### src/rtl/high_score_tracker.sv
// high_score_tracker: tracks game sessions, keeps the best final score and games played, drives blinking 7-seg digits.
module high_score_tracker #(
    parameter int unsigned BLINK_HALF_PERIOD = 25000000
) (
    input  logic       clk,
    input  logic       resetn,
    input  logic [7:0] score,
    input  logic       gameStart,
    input  logic       gameOver,
    output logic [7:0] highScore,
    output logic       newRecord,
    output logic [7:0] gamesPlayed,
    output logic [6:0] HEX4,
    output logic [6:0] HEX5
);
    typedef enum logic [1:0] {IDLE, PLAY, COMPARE, DONE} state_t;
    localparam int CW = BLINK_HALF_PERIOD > 2 ? $clog2(BLINK_HALF_PERIOD) : 1;
    localparam logic [CW-1:0] CNT_LAST = CW'(BLINK_HALF_PERIOD - 1);
    state_t state_q, state_d;
    logic [7:0] final_q, final_d, high_q, high_d, games_q, games_d;
    logic rec_q, rec_d, blank_q, blank_d;
    logic [CW-1:0] cnt_q, cnt_d;
    function automatic logic [6:0] seg7(input logic [3:0] d);
        case (d)
            4'h0: seg7 = 7'b1000000;
            4'h1: seg7 = 7'b1111001;
            4'h2: seg7 = 7'b0100100;
            4'h3: seg7 = 7'b0110000;
            4'h4: seg7 = 7'b0011001;
            4'h5: seg7 = 7'b0010010;
            4'h6: seg7 = 7'b0000010;
            4'h7: seg7 = 7'b1111000;
            4'h8: seg7 = 7'b0000000;
            4'h9: seg7 = 7'b0010000;
            4'hA: seg7 = 7'b0001000;
            4'hB: seg7 = 7'b0000011;
            4'hC: seg7 = 7'b1000110;
            4'hD: seg7 = 7'b0100001;
            4'hE: seg7 = 7'b0000110;
            default: seg7 = 7'b0001110;
        endcase
    endfunction
    always_comb begin
        state_d = state_q;
        final_d = final_q;
        high_d  = high_q;
        games_d = games_q;
        rec_d   = rec_q;
        cnt_d   = rec_q ? ((cnt_q == CNT_LAST) ? '0 : cnt_q + 1'b1) : '0;
        blank_d = rec_q ? ((cnt_q == CNT_LAST) ? ~blank_q : blank_q) : 1'b0;
        case (state_q)
            IDLE: if (gameStart) begin
                state_d = PLAY;
                rec_d   = 1'b0;
            end
            PLAY: if (gameOver) begin
                state_d = COMPARE;
                final_d = score;
            end
            COMPARE: begin
                state_d = DONE;
                games_d = games_q + {7'd0, games_q != 8'hFF};
                if (final_q > high_q) begin
                    high_d = final_q;
                    rec_d  = 1'b1;
                end
            end
            default: if (gameStart) begin
                state_d = PLAY;
                rec_d   = 1'b0;
                cnt_d   = '0;
                blank_d = 1'b0;
            end
        endcase
    end
    always_ff @(posedge clk) begin
        if (!resetn) begin
            state_q <= IDLE;
            final_q <= '0;
            high_q  <= '0;
            games_q <= '0;
            rec_q   <= 1'b0;
            cnt_q   <= '0;
            blank_q <= 1'b0;
        end else begin
            state_q <= state_d;
            final_q <= final_d;
            high_q  <= high_d;
            games_q <= games_d;
            rec_q   <= rec_d;
            cnt_q   <= cnt_d;
            blank_q <= blank_d;
        end
    end
    assign highScore   = high_q;
    assign newRecord   = rec_q;
    assign gamesPlayed = games_q;
    assign HEX4 = blank_q ? 7'b1111111 : seg7(high_q[3:0]);
    assign HEX5 = blank_q ? 7'b1111111 : seg7(high_q[7:4]);
endmodule

### config.mk
export PLATFORM = sky130hd
export DESIGN_NAME = high_score_tracker
export DESIGN_NICKNAME = d
export VERILOG_FILES = /design/src/rtl/high_score_tracker.sv
export SDC_FILE = /design/constraint.sdc
export NUM_CORES = 1
export LEC_CHECK = 0
export BUFFER_PORTS_ARGS = -buffer_cell sky130_fd_sc_hd__buf_2
export CORE_MARGIN = 5
export CORE_UTILIZATION = 58
export CTS_CLUSTER_SIZE = 8
export DETAILED_ROUTE_END_ITERATION = 7
export PLACE_DENSITY_LB_ADDON = 0.3
export REMOVE_ABC_BUFFERS = 1
export SYNTH_ARGS = -nofsm -noshare
export SYNTH_HDL_FRONTEND = slang
export SYNTH_SLANG_ARGS = --single-unit
### constraint.sdc
create_clock -name clk -period 3.5 [get_ports clk]
set_input_delay 0.875 -clock clk [delete_from_list [all_inputs] [get_ports clk]]
set_output_delay 0.875 -clock clk [all_outputs]
set_load 0.05 [all_outputs]
==> results.md, run 1 <==
* Result of the run: completed
* CTS Root Cell: sky130_fd_sc_hd__clkbuf_8
* Count of H-tree levels built during CTS at 3
* Chip Height at approximately 87 um
* Fraction of the yosys area taken by sequential cells at 39.0%
* Std-Cell Core Area at around 5900 sq um
* Endpoint class of the critical path: flip-flop
* Wire length per cell at around 13 um
* Routability congestion estimate at 0.894
* Max-capacitance violation count at 0
* Post-layout net count at approximately 480
* Critical path type: reg2reg
* Fraction of final layout cells with drive strength greater than 1 at about a fifth
* Top cell types by occurrence after synthesis: 67 x sky130_fd_sc_hd__dfxtp_1, 44 x sky130_fd_sc_hd__nor2_1, 32 x sky130_fd_sc_hd__nand2_1, 27 x sky130_fd_sc_hd__ha_1, 26 x sky130_fd_sc_hd__a21oi_1
* Via-per-instance ratio at between 5 and 6
* Shortest clock period the worst path allows after layout at around 3100 ps
* Post-CTS Setup Bufs at 0
* Share of synthesized registers carrying an async set or reset at 0%
* Pin count of the biggest net entering global routing at 26
* Number of rows created at floorplan at 28
* DPL Wire Length at 5050 um
* Worst Setup SP: highScore[1]$_SDFFE_PN0P_
* Detailed Route Iter0 Violations at ~200
* Number of enable flip-flop cells after synthesis at 0
* Area of combinational cells with multiple inputs at between 1500 and 2000 sq um
* Least-Margin Pin Slew at around 930 ps
* Number of different library cells in the post-synthesis netlist at 52
* Post-Syn Area per Cell at ~8.7 sq um
* Number of instances on the worst hold path at 1
* CTS hold repair buffers at 0
* CTS clk-pin slew, worst paths at roughly 70 ps
* Cell count after synthesis at 397
* Worst hold-check slack at roughly 470 ps
* Area added between synthesis and finish at 13.1%
* Worst-case headroom to the max-slew limit at 37.8%
* Most frequent cell after synthesis: sky130_fd_sc_hd__dfxtp_1
* Number of max-slew violations in the final report at 0
* Source of the worst hold timing path: cnt_q[0]$_SDFF_PN0_
* Crit start category: flip-flop
* Clock insertion delay at the later pin of the skew report at about 330 ps
* Number of fill cells at ~490
* Netlist area before placement at between 3000 and 4000 sq um
* Largest area contributor in the synthesized netlist: sky130_fd_sc_hd__dfxtp_1
* Primary FF master, synth: sky130_fd_sc_hd__dfxtp_1
* Resized cells post-CTS at 0
* Routed Antenna Nets at 0
* Hold/Removal Path Class: reg2reg
* Number of storage elements in the synthesis netlist at 67
* Sink Count at 67
* Number of port buffers at 42
* Data arrival, critical path at 3340 ps
* Via count of the first global-routing pass at between 2000 and 3000
* Portion of the clock cycle consumed by the worst path in the final layout at ~90%
* Overall routing resource usage at 19.6%
* Endpoint, Worst Hold: cnt_q[0]$_SDFF_PN0_
* Overflow left after global routing at 0
* Aggregate routed wire length at just under 7000 um
* RSZ-0062 raised after global routing: false
* Top-area cell type share of the netlist area at 39.0%
* Total negative slack for setup checks at 0 ps
* Buffer depth of the longest clock path at 2
* Number of failing setup endpoints in the final timing report at 0
* Maximum net fanout on the critical path at 12
* Power density cells at between 400 and 500 nW/um^2
* Number of top-level pins at 43
* Antenna violations before repair at 0
* Fmax achieved at ~320 MHz
* Antenna diode count at 0
* Clock Skew at between 7 and 8 ps
* Chip Width at between 80 and 90 um
* Post-detailed-route DRC marker count at 0
* Die footprint at 7570 sq um
* Hold violation count in the final report at 0
* VDD IR max at between 400 and 500 uV
* R2R Setup Slk at around 370 ps
* DRT Pass-1 Iters at 4
* Synth top area cells: sky130_fd_sc_hd__dfxtp_1 39%, sky130_fd_sc_hd__ha_1 9.8%, sky130_fd_sc_hd__xor2_1 5.6%
* First-pass GRT wire length at approximately 12000 um
* Area of all sequential standard cells at roughly 1300 sq um
* Static leakage power at roughly 1.6 nW
* Number of cell instances on the worst register-to-register path at 11
* Starting Density at about three fifths
* Vias post-DR at ~2800
* Critical path data required time at 3710 ps
* Syn. warnings at 0
* Reg2Reg Launch Point: highScore[1]$_SDFFE_PN0P_
* Clock tree from TritonCTS: built
* Core Util, Final at ~66%
* TritonCTS Buffers at 9
cell type report:
class                   count  share of cell area [%]
inverters                  23                    2.22
flip-flops and latches     67                    34.5
multi-input cells         293                    50.1
well taps                  75                    2.41
clock inverters             2                   0.257
repair buffers             46                    6.18
clock buffers              13                    4.34
worst max-delay path by stage:
stage | endpoint | slack (ps) | depth (start not counted)
6_report | flip-flop | 370 | 11
4_1_cts | flip-flop | 280 | 11
3_3_place_gp | flip-flop | 500 | 11
2_1_floorplan | flip-flop | 230 | 11
5_1_grt | flip-flop | 80 | 11
3_5_place_dp | flip-flop | 320 | 11
layer usage:
| layer | share of wire, % | routed length [um] | GRT usage (%) |
|---|---|---|---|
| met1 | 49 | 3360 | 25.4 |
| met2 | 44 | 2990 | 31.5 |
| met3 | 5.4 | 370 | 5.49 |
| met4 | 1.3 | 86 | 5.95 |
| met5 | 0 | 0 | 0 |
critical path, stage by stage (launching register included):
cell and delay (ps):
sky130_fd_sc_hd__dfxtp_1 380, sky130_fd_sc_hd__inv_1 60, sky130_fd_sc_hd__ha_1 300, sky130_fd_sc_hd__nor2b_1 140, sky130_fd_sc_hd__o211ai_1 300, sky130_fd_sc_hd__a211oi_2 210
sky130_fd_sc_hd__nor2_4 320, sky130_fd_sc_hd__mux2i_1 180, sky130_fd_sc_hd__nor2_1 250, sky130_fd_sc_hd__inv_1 130, sky130_fd_sc_hd__ha_1 280, sky130_fd_sc_hd__mux4_2 460
through the flow:
stage	area, sq um	worst slack, ps	std cells	power [W]
after floorplan	3370	231	383	0.00111
after global placement	3710	496	504	0.00118
after detailed placement	3710	319	504	0.00120
after CTS	3890	278	519	0.00177
after global routing	3890	81.6	519	0.00186
final	3890	366	519	0.00176
logic make-up (layout without fill, tap and decap cells):
kind of cell | count (synthesis) | count (layout) | synth area share, %
mux | 12 | 12 | 4.37
fa+ha+maj | 27 | 27 | 9.83
compound gates | 66 | 66 | 11.8
xor+xnor | 26 | 26 | 6.62
flops | 67 | 67 | 39.0
buf+inv | 37 | 84 | 4.40
simple gates | 162 | 162 | 24.0
placed cells by master, fill, tap and decap left out, types with 2 or more instances in the layout:
cell                       Yosys  final
sky130_fd_sc_hd__dfxtp_1      67     67
sky130_fd_sc_hd__nor2_1       44     44
sky130_fd_sc_hd__buf_2         1     42
sky130_fd_sc_hd__nand2_1      32     32
sky130_fd_sc_hd__ha_1         27     27
sky130_fd_sc_hd__a21oi_1      26     25
sky130_fd_sc_hd__nand3_1      22     22
sky130_fd_sc_hd__xor2_1       22     22
sky130_fd_sc_hd__inv_1        21     21
sky130_fd_sc_hd__o21ai_0      16     16
sky130_fd_sc_hd__or2_2        16     16
sky130_fd_sc_hd__nand4_1      12     12
sky130_fd_sc_hd__clkbuf_8      0     12
sky130_fd_sc_hd__mux2i_1       9      9
sky130_fd_sc_hd__and3_1        7      7
sky130_fd_sc_hd__o22ai_1       5      5
sky130_fd_sc_hd__or3_1         5      5
sky130_fd_sc_hd__nand2b_1      4      4
sky130_fd_sc_hd__xnor2_1       4      4
sky130_fd_sc_hd__buf_4         1      4
sky130_fd_sc_hd__nor4_1        3      3
sky130_fd_sc_hd__o32ai_1       3      3
sky130_fd_sc_hd__nor3_1        3      3
sky130_fd_sc_hd__a31o_2        2      2
sky130_fd_sc_hd__inv_2         2      2
sky130_fd_sc_hd__mux4_2        2      2
sky130_fd_sc_hd__nand3b_1      2      2
sky130_fd_sc_hd__o221a_2       2      2
sky130_fd_sc_hd__and4_1        2      2
sky130_fd_sc_hd__a211oi_1      2      2
sky130_fd_sc_hd__clkinv_2      0      2
power by group:
group	total (W)	switching (W)	internal (W)
logic	0.000345	0.000225	0.000121
clock network	0.000583	0.000274	0.000309
registers	0.000833	0.0000350	0.000798
No activity file was read; power rests on OpenSTA's default activity.
==> inputs of run 2 (changes only) <==
ABC_AREA = 1   (was default)
CORE_UTILIZATION = 59   (was 58)
==> run 2 against run 1 <==
Wire length is 13% higher. Design area up 8.6%. First-iteration DRC count fell by 33%. Non-clock buffer count shrank 2. Critical path depth up 3. Highest routed layer unchanged. Sequential power up 17%. Count of clock-buffer cells in the layout rose by 1. Die area grew 7.2%. Total power increased by 98%. Utilization is 0.80 points higher. Global-route usage is 0.32 points lower. Worst setup slack gained 360 ps.
==> results.md, run 2 <==
* Number of different library cells in the post-synthesis netlist at 40 (-23%)
* CTS Root Cell: sky130_fd_sc_hd__clkbuf_8
* Primary FF master, synth: sky130_fd_sc_hd__dfxtp_1
* Critical path data required time at 3730 ps (+20 ps)
* Number of storage elements in the synthesis netlist at 67 (unchanged)
* Worst-case headroom to the max-slew limit at 58.4% (+21 points)
* Leading cell type in the layout, fill and taps excluded: sky130_fd_sc_hd__nand2_1
* DPL Wire Length at 5760 um (+14%)
* Number of failing setup endpoints in the final timing report at 0 (unchanged)
* Wire length per cell at 12.4 um (-5.5%)
* Vias post-DR at 3327 (+17%)
* Die footprint at 8110 sq um (+7.2%)
* Clock insertion delay at the later pin of the skew report at 340 ps (about the same)
* Share of synthesized registers carrying an async set or reset at 0% (unchanged)
* Post-Syn Area per Cell at 7.62 sq um (-12%)
* Data arrival, critical path at 3000 ps (-340 ps)
* Number of port buffers at 42 (unchanged)
* Shortest clock period the worst path allows after layout at 2770 ps (-362 ps)
* Internal Power at 0.00177 W (+44%)
* Total negative slack for setup checks at 0 ps (unchanged)
* Top cell types by occurrence after synthesis: 105 x sky130_fd_sc_hd__nand2_1, 67 x sky130_fd_sc_hd__dfxtp_1, 54 x sky130_fd_sc_hd__inv_1, 44 x sky130_fd_sc_hd__nor2_1, 31 x sky130_fd_sc_hd__nand3_1
* Sink Count at 67 (unchanged)
* Count of H-tree levels built during CTS at 3 (unchanged)
* Synth top area cells: sky130_fd_sc_hd__dfxtp_1 35%, sky130_fd_sc_hd__nand2_1 10%, sky130_fd_sc_hd__ha_1 8.9%
* CTS hold repair buffers at 0 (unchanged)
* Sw Pwr at 0.00172 W (+220%)
* Detailed Route Iter0 Violations at 131 (-33%)
* Switching share of power at 49.4% (+19 points)
* Static leakage power at 2.05 nW (+28%)
* Starting Density at 60.2% (+1.5 points)
* Std-Cell Core Area at 6280 sq um (+7.3%)
* Area added between synthesis and finish at 11.7%
* DRT Pass-1 Iters at 4 (unchanged)
* Portion of the clock cycle consumed by the worst path in the final layout at 79.2% (-10 points)
* Hold/Removal Path Class: reg2reg
* Endpoint class of the critical path: flip-flop
* Number of enable flip-flop cells after synthesis at 0 (unchanged)
* Fmax achieved at 361 MHz (+13%)
* Post-layout net count at 578 (+21%)
* Number of rows created at floorplan at 29 (+3.6%)
* Fraction of final layout cells with drive strength greater than 1 at 22.3% (+1.6 points)
* Power density cells at 827 nW/um^2 (+83%)
* Ordered cell list for the critical path: inv_1 -> ha_1 -> nand2_1 -> nor2_2 -> nand4_2 -> nand3_4 -> nand2_1 -> nand3_2 -> inv_1 -> ha_1 -> inv_1 -> nand3_1 -> nand3_1 -> nand2_1
* Post-detailed-route DRC marker count at 0 (unchanged)
* Crit-path slowest cell: sky130_fd_sc_hd__nand3_4
* Overflow left after global routing at 0 (unchanged)
* Routability congestion estimate at 0.906 (+1.4%)
* Clock power frac at 18.0% (-15 points)
* Least-Margin Pin Slew at 623 ps (-309 ps)
* RSZ-0062 raised after global routing: false
* CTS clk-pin slew, worst paths at 70 ps (about the same)
* Crit start category: flip-flop
* Worst hold-check slack at 451 ps (-20.7 ps)
* Worst Setup SP: highScore[6]$_SDFFE_PN0P_
* Overall routing resource usage at 19.2% (-0.32 points)
* Number of fill cells at 533 (+8.3%)
* Antenna violations before repair at 0 (unchanged)
* Most frequent cells in the layout: 105 x sky130_fd_sc_hd__nand2_1, 67 x sky130_fd_sc_hd__dfxtp_1, 54 x sky130_fd_sc_hd__inv_1
* Netlist area before placement at 3780 sq um (+10%)
* Chip Width at 90.1 um (+3.5%)
* Clock Skew at 6.57 ps (-1.38 ps)
* Max-capacitance violation count at 0 (unchanged)
* Critical path type: reg2reg
* Clock tree from TritonCTS: built
* Slowest cell delay on critical path at 400 ps (-60 ps)
* Pin count of the biggest net entering global routing at 32 (+23%)
* R2R Setup Slk at 730 ps (+360 ps)
* Aggregate routed wire length at 7680 um (+13%)
* Syn. warnings at 0 (unchanged)
* Number of cell instances on the worst register-to-register path at 14 (+3)
* Antenna diode count at 0 (unchanged)
* Fraction of the yosys area taken by sequential cells at 35.5% (-3.5 points)
* Via-per-instance ratio at 5.37 (-1.9%)
* Post-CTS Setup Bufs at 0 (unchanged)
* Top-area cell type share of the netlist area at 35.5% (-3.5 points)
* Total power at 0.00349 W (+98%)
* Largest area contributor in the synthesized netlist: sky130_fd_sc_hd__dfxtp_1
* Buffer depth of the longest clock path at 2 (unchanged)
* Via count of the first global-routing pass at 3119 (+16%)
* Resized cells post-CTS at 0 (unchanged)
* Number of max-slew violations in the final report at 0 (unchanged)
* Combinational cell fraction of total power at 54.1% (+35 points)
* Result of the run: completed
* Routed Antenna Nets at 0 (unchanged)
* Cell count after synthesis at 496 (+25%)
* VDD IR max at 791 uV (+73%)
* Number of top-level pins at 43 (unchanged)
* First-pass GRT wire length at 13300 um (+11%)
* TritonCTS Buffers at 9 (unchanged)
* Maximum net fanout on the critical path at 13 (+1)
* Most frequent cell after synthesis: sky130_fd_sc_hd__nand2_1
* Chip Height at 90.1 um (+3.5%)
* Portion of total power attributed to sequential cells at 27.9% (-19 points)
* Hold violation count in the final report at 0 (unchanged)
* Core Util, Final at 67.3% (+0.80 points)
* Reg2Reg Launch Point: highScore[6]$_SDFFE_PN0P_
-- run 2: metrics by stage --
stage / setup slack, ps / area [sq um] / cells
finish: 728 / 4220 / 620
global route: 516 / 4220 / 620
CTS: 744 / 4220 / 620
detailed placement: 756 / 4030 / 605
global placement: 885 / 4030 / 605
floorplan: 611 / 3700 / 484
-- run 2: worst min path at each step --
stage / start / endpoint / slack (ps) / depth (start not counted)
after floorplan: cnt_q[21]$_SDFF_PN0_ / cnt_q[21]$_SDFF_PN0_ / 420 / 1
after global placement: cnt_q[21]$_SDFF_PN0_ / cnt_q[21]$_SDFF_PN0_ / 440 / 1
after detailed placement: cnt_q[0]$_SDFF_PN0_ / cnt_q[0]$_SDFF_PN0_ / 450 / 1
after CTS: cnt_q[21]$_SDFF_PN0_ / cnt_q[21]$_SDFF_PN0_ / 460 / 1
after global routing: cnt_q[21]$_SDFF_PN0_ / cnt_q[21]$_SDFF_PN0_ / 480 / 1
final: cnt_q[21]$_SDFF_PN0_ / cnt_q[21]$_SDFF_PN0_ / 450 / 1
-- run 2: cells by family (layout without fill, tap and decap cells) --
kind of cell / Yosys count / count (layout) / synth area share, %
flip-flops: 67 / 67 / 35.5
AO/OA/AOI/OAI: 61 / 61 / 9.00
adder cells (fa/ha/maj): 27 / 27 / 8.93
XOR/XNOR: 3 / 3 / 0.695
buffers and inverters: 75 / 122 / 8.34
AND/OR/NAND/NOR: 263 / 263 / 37.6
-- run 2: metal layers --
| metal | part of all wire, % | routed length, um | vias up | GRT usage (%) |
|---|---|---|---|---|
| met5 | 0 | 0 | - | 0 |
| met4 | 1.5 | 116 | 0 | 6.82 |
| met3 | 4.8 | 372 | 18 | 5.34 |
| met2 | 48 | 3690 | 89 | 32.0 |
| met1 | 46 | 3500 | 1512 | 23.8 |
| li1 | - | - | 1708 | - |
-- run 2: critical path: cells and delay by family, from the launching register on --
kind	cells	cell delay (ps)
and+or+nand+nor	9	1450
DFF	1	370
adders and majority gates	2	580
buffers and inverters	3	270
-- run 2: power by group through the flow --
stage          Clock (W)  Combinational, W  Sequential [W]
2_1_floorplan          0           0.00132         0.00118
3_3_place_gp           0           0.00183        0.000985
3_5_place_dp           0           0.00187        0.000993
4_1_cts         0.000638           0.00189        0.000977
5_1_grt         0.000677           0.00210        0.000991
6_report        0.000628           0.00189        0.000976
-- run 2: cell type report --
cell class                 count  area, sq um  share of cell area (%)
clock buffer                  14          193                    4.56
clock inverter                 1         5.00                   0.118
inverter                      63          239                    5.66
multi-input combinational    354         2120                    50.3
sequential                    67         1340                    31.8
tap                           77         96.3                    2.28
timing repair buffer          44          225                    5.33
==> inputs of run 3 (changes only) <==
ABC_AREA = 0   (was 1)
CORE_UTILIZATION = 52   (was 59)
clock period = 2.4 ns   (was 3.5 ns; I/O delays follow)
==> run 3 against run 2 <==
The run now ends with setup timing left. Count of clock-buffer cells in the layout fell by 4. Maximum frequency fell by 2.5%. First-iteration DRC count rose to 2.7 times the previous value. Utilization rose by 13 points. Wire length rose by 55%. Combinational power fell by 54%. Sequential power rose by 24%. Total power fell by 6.4%. Highest routed layer unchanged.
==> results.md, run 3 (synthesis gave the netlist of run 1 again) <==
* Maximum net fanout on the critical path at 3 (-10)
* Post-detailed-route DRC marker count at 0 (unchanged)
* RSZ-0062 raised after global routing: true
* Crit start category: flip-flop
* Chip Width at 91.3 um (+1.4%)
* Area added between synthesis and finish at 48.4%
* Number of fill cells at 363 (-32%)
* Detailed Route Iter0 Violations at 357 (+170%)
* TritonCTS Buffers at 9 (unchanged)
* Wire length per cell at 19.5 um (+58%)
* Detailed-route wire length on metal 1 at 4700 um (+34%)
* Number of max-slew violations in the final report at 0 (unchanged)
* Leading cell type in the layout, fill and taps excluded: sky130_fd_sc_hd__buf_4
* Starting Density at 53.8% (-6.4 points)
* Number of placed cells counting well taps at 574 (-5.1%)
* Fmax achieved at 352 MHz (-2.5%)
* Top metal layer carrying routed signals: met4
* Number of non-filler instances in the completed layout at 608 (-1.9%)
* Critical path data required time at 2640 ps (-1090 ps)
* Result of the run: finished with violations
* Met2 layer wire length in the routed design at 5730 um (+55%)
* Chip Height at 91.3 um (+1.4%)
* Fraction of final layout cells with drive strength greater than 1 at 46.0% (+24 points)
* Static leakage power at 2.12 nW (+3.1%)
* Critical path type: reg2reg
* Number of rows created at floorplan at 29 (unchanged)
* Overflow left after global routing at 0 (unchanged)
* Sink Count at 67 (unchanged)
* Clock insertion delay at the later pin of the skew report at 360 ps (+20 ps)
* Hold/Removal Path Class: reg2reg
* Number of top-level pins at 43 (unchanged)
* Die footprint at 8340 sq um (+2.8%)
* Vias post-DR at 3624 (+8.9%)
* Via-per-instance ratio at 5.96 (+11%)
* Endpoint class of the critical path: flip-flop
* Std-Cell Core Area at 6390 sq um (+1.7%)
* Number of failing setup endpoints in the final timing report at 14 (+14)
* First-pass GRT wire length at 16400 um (+24%)
* Number of port buffers at 42 (unchanged)
* Shortest clock period the worst path allows after layout at 2840 ps (+70.4 ps)
* Pin count of the biggest net entering global routing at 26 (-19%)
* Clock tree from TritonCTS: built
* Antenna diode count at 0 (unchanged)
* CTS hold repair buffers at 0 (unchanged)
* Area of all placed cells without fillers at 5100 sq um (+21%)
* DRT Pass-1 Iters at 7 (+3)
* Most frequent cells in the layout: 74 x sky130_fd_sc_hd__buf_4, 58 x sky130_fd_sc_hd__dfxtp_1, 42 x sky130_fd_sc_hd__buf_2
* Aggregate routed wire length at 11900 um (+55%)
* Worst path setup slack after routing at -443 ps (-1170 ps)
* Metal3 WL at 989 um (+170%)
* Max-capacitance violation count at 0 (unchanged)
* VDD IR max at 623 uV (-21%)
* Least-Margin Pin Slew at 576 ps (-47.2 ps)
* CTS Root Cell: sky130_fd_sc_hd__clkbuf_8
* Total negative slack for setup checks at -4120 ps (-4120 ps)
* CTS clk-pin slew, worst paths at 90 ps (+20 ps)
* Buffer depth of the longest clock path at 2 (unchanged)
* Hold violation count in the final report at 0 (unchanged)
* Routability congestion estimate at 0.825 (-8.9%)
* Antenna violations before repair at 0 (unchanged)
* Routed Antenna Nets at 0 (unchanged)
* Total placed instance area at 4220 sq um (+4.8%)
* Via count of the first global-routing pass at 3325 (+6.6%)
* Worst-case headroom to the max-slew limit at 61.3% (+2.9 points)
* Count of H-tree levels built during CTS at 3 (unchanged)
* Power density cells at 641 nW/um^2 (-23%)
* Overall routing resource usage at 24.0% (+4.7 points)
* Clock Skew at 12.1 ps (+5.52 ps)
* Post-layout net count at 565 (-2.2%)
* Failing checks: setup timing
* Data arrival, critical path at 3080 ps (+80 ps)
* Portion of the clock cycle consumed by the worst path in the final layout at 118% (+39 points)
* DPL Wire Length at 5960 um (+3.4%)
run 3: metal layers:
layer / up-vias / global-route usage [%]
met1: 1726 / 30.0
met2: 204 / 40.8
met3: 57 / 5.45
met5: - / 0
met4: 0 / 7.58
li1: 1637 / -
run 3: final timing paths:
check / from / to / slack, ps / cells past startpoint
worst max-delay path: highScore[7]$_SDFFE_PN0P_ / flip-flop / -440 / 12
worst min-delay path: cnt_q[0]$_SDFF_PN0_ / cnt_q[0]$_SDFF_PN0_ / 480 / 1
worst max register to register: highScore[7]$_SDFFE_PN0P_ / flip-flop / -440 / 12
worst min register to register: cnt_q[0]$_SDFF_PN0_ / cnt_q[0]$_SDFF_PN0_ / 480 / 1
run 3: cell type report:
type / count / area, sq um / share of cell area [%]
clock buffer: 10 / 128 / 2.50
clock inverter: 6 / 113 / 2.21
inverter: 23 / 88.8 / 1.74
multi-input combinational: 293 / 2380 / 46.6
sequential: 67 / 1350 / 26.5
tap: 77 / 96.3 / 1.89
timing repair buffer: 132 / 946 / 18.5
run 3: timing repair:
action / CTS / global route
endpoints found under the setup margin: 14 / 17
pin swaps: 26 / 29
buffers inserted: 13 / 7
gates resized for setup: 72 / 38
run 3: critical path: stages, from the launching register on:
cell                      delay (ps)
sky130_fd_sc_hd__dfxtp_2         360
sky130_fd_sc_hd__inv_2            60
sky130_fd_sc_hd__ha_4            290
sky130_fd_sc_hd__nand2_1          60
sky130_fd_sc_hd__o21ai_0         360
sky130_fd_sc_hd__buf_4           210
sky130_fd_sc_hd__nand3_2         170
sky130_fd_sc_hd__a21oi_4         210
sky130_fd_sc_hd__a21oi_2          70
sky130_fd_sc_hd__nor2_2          140
sky130_fd_sc_hd__inv_2            90
sky130_fd_sc_hd__ha_4            240
sky130_fd_sc_hd__mux4_2          480
run 3: metrics by stage:
step	utilization (%)	power, W	setup slack (ps)	hold slack, ps
after floorplan	-	0.00161	-869	438
after global placement	66.1	0.00187	-265	459
after detailed placement	66.1	0.00190	-367	467
after CTS	76.3	0.00312	-261	484
after global routing	79.9	0.00339	-500	494
final	79.9	0.00327	-443	484
run 3: power by group:
part / switching (W) / internal (W)
sequential: 0.0000489 / 0.00116
combinational: 0.000488 / 0.000390
clock: 0.000484 / 0.000695
total: 0.00102 / 0.00225
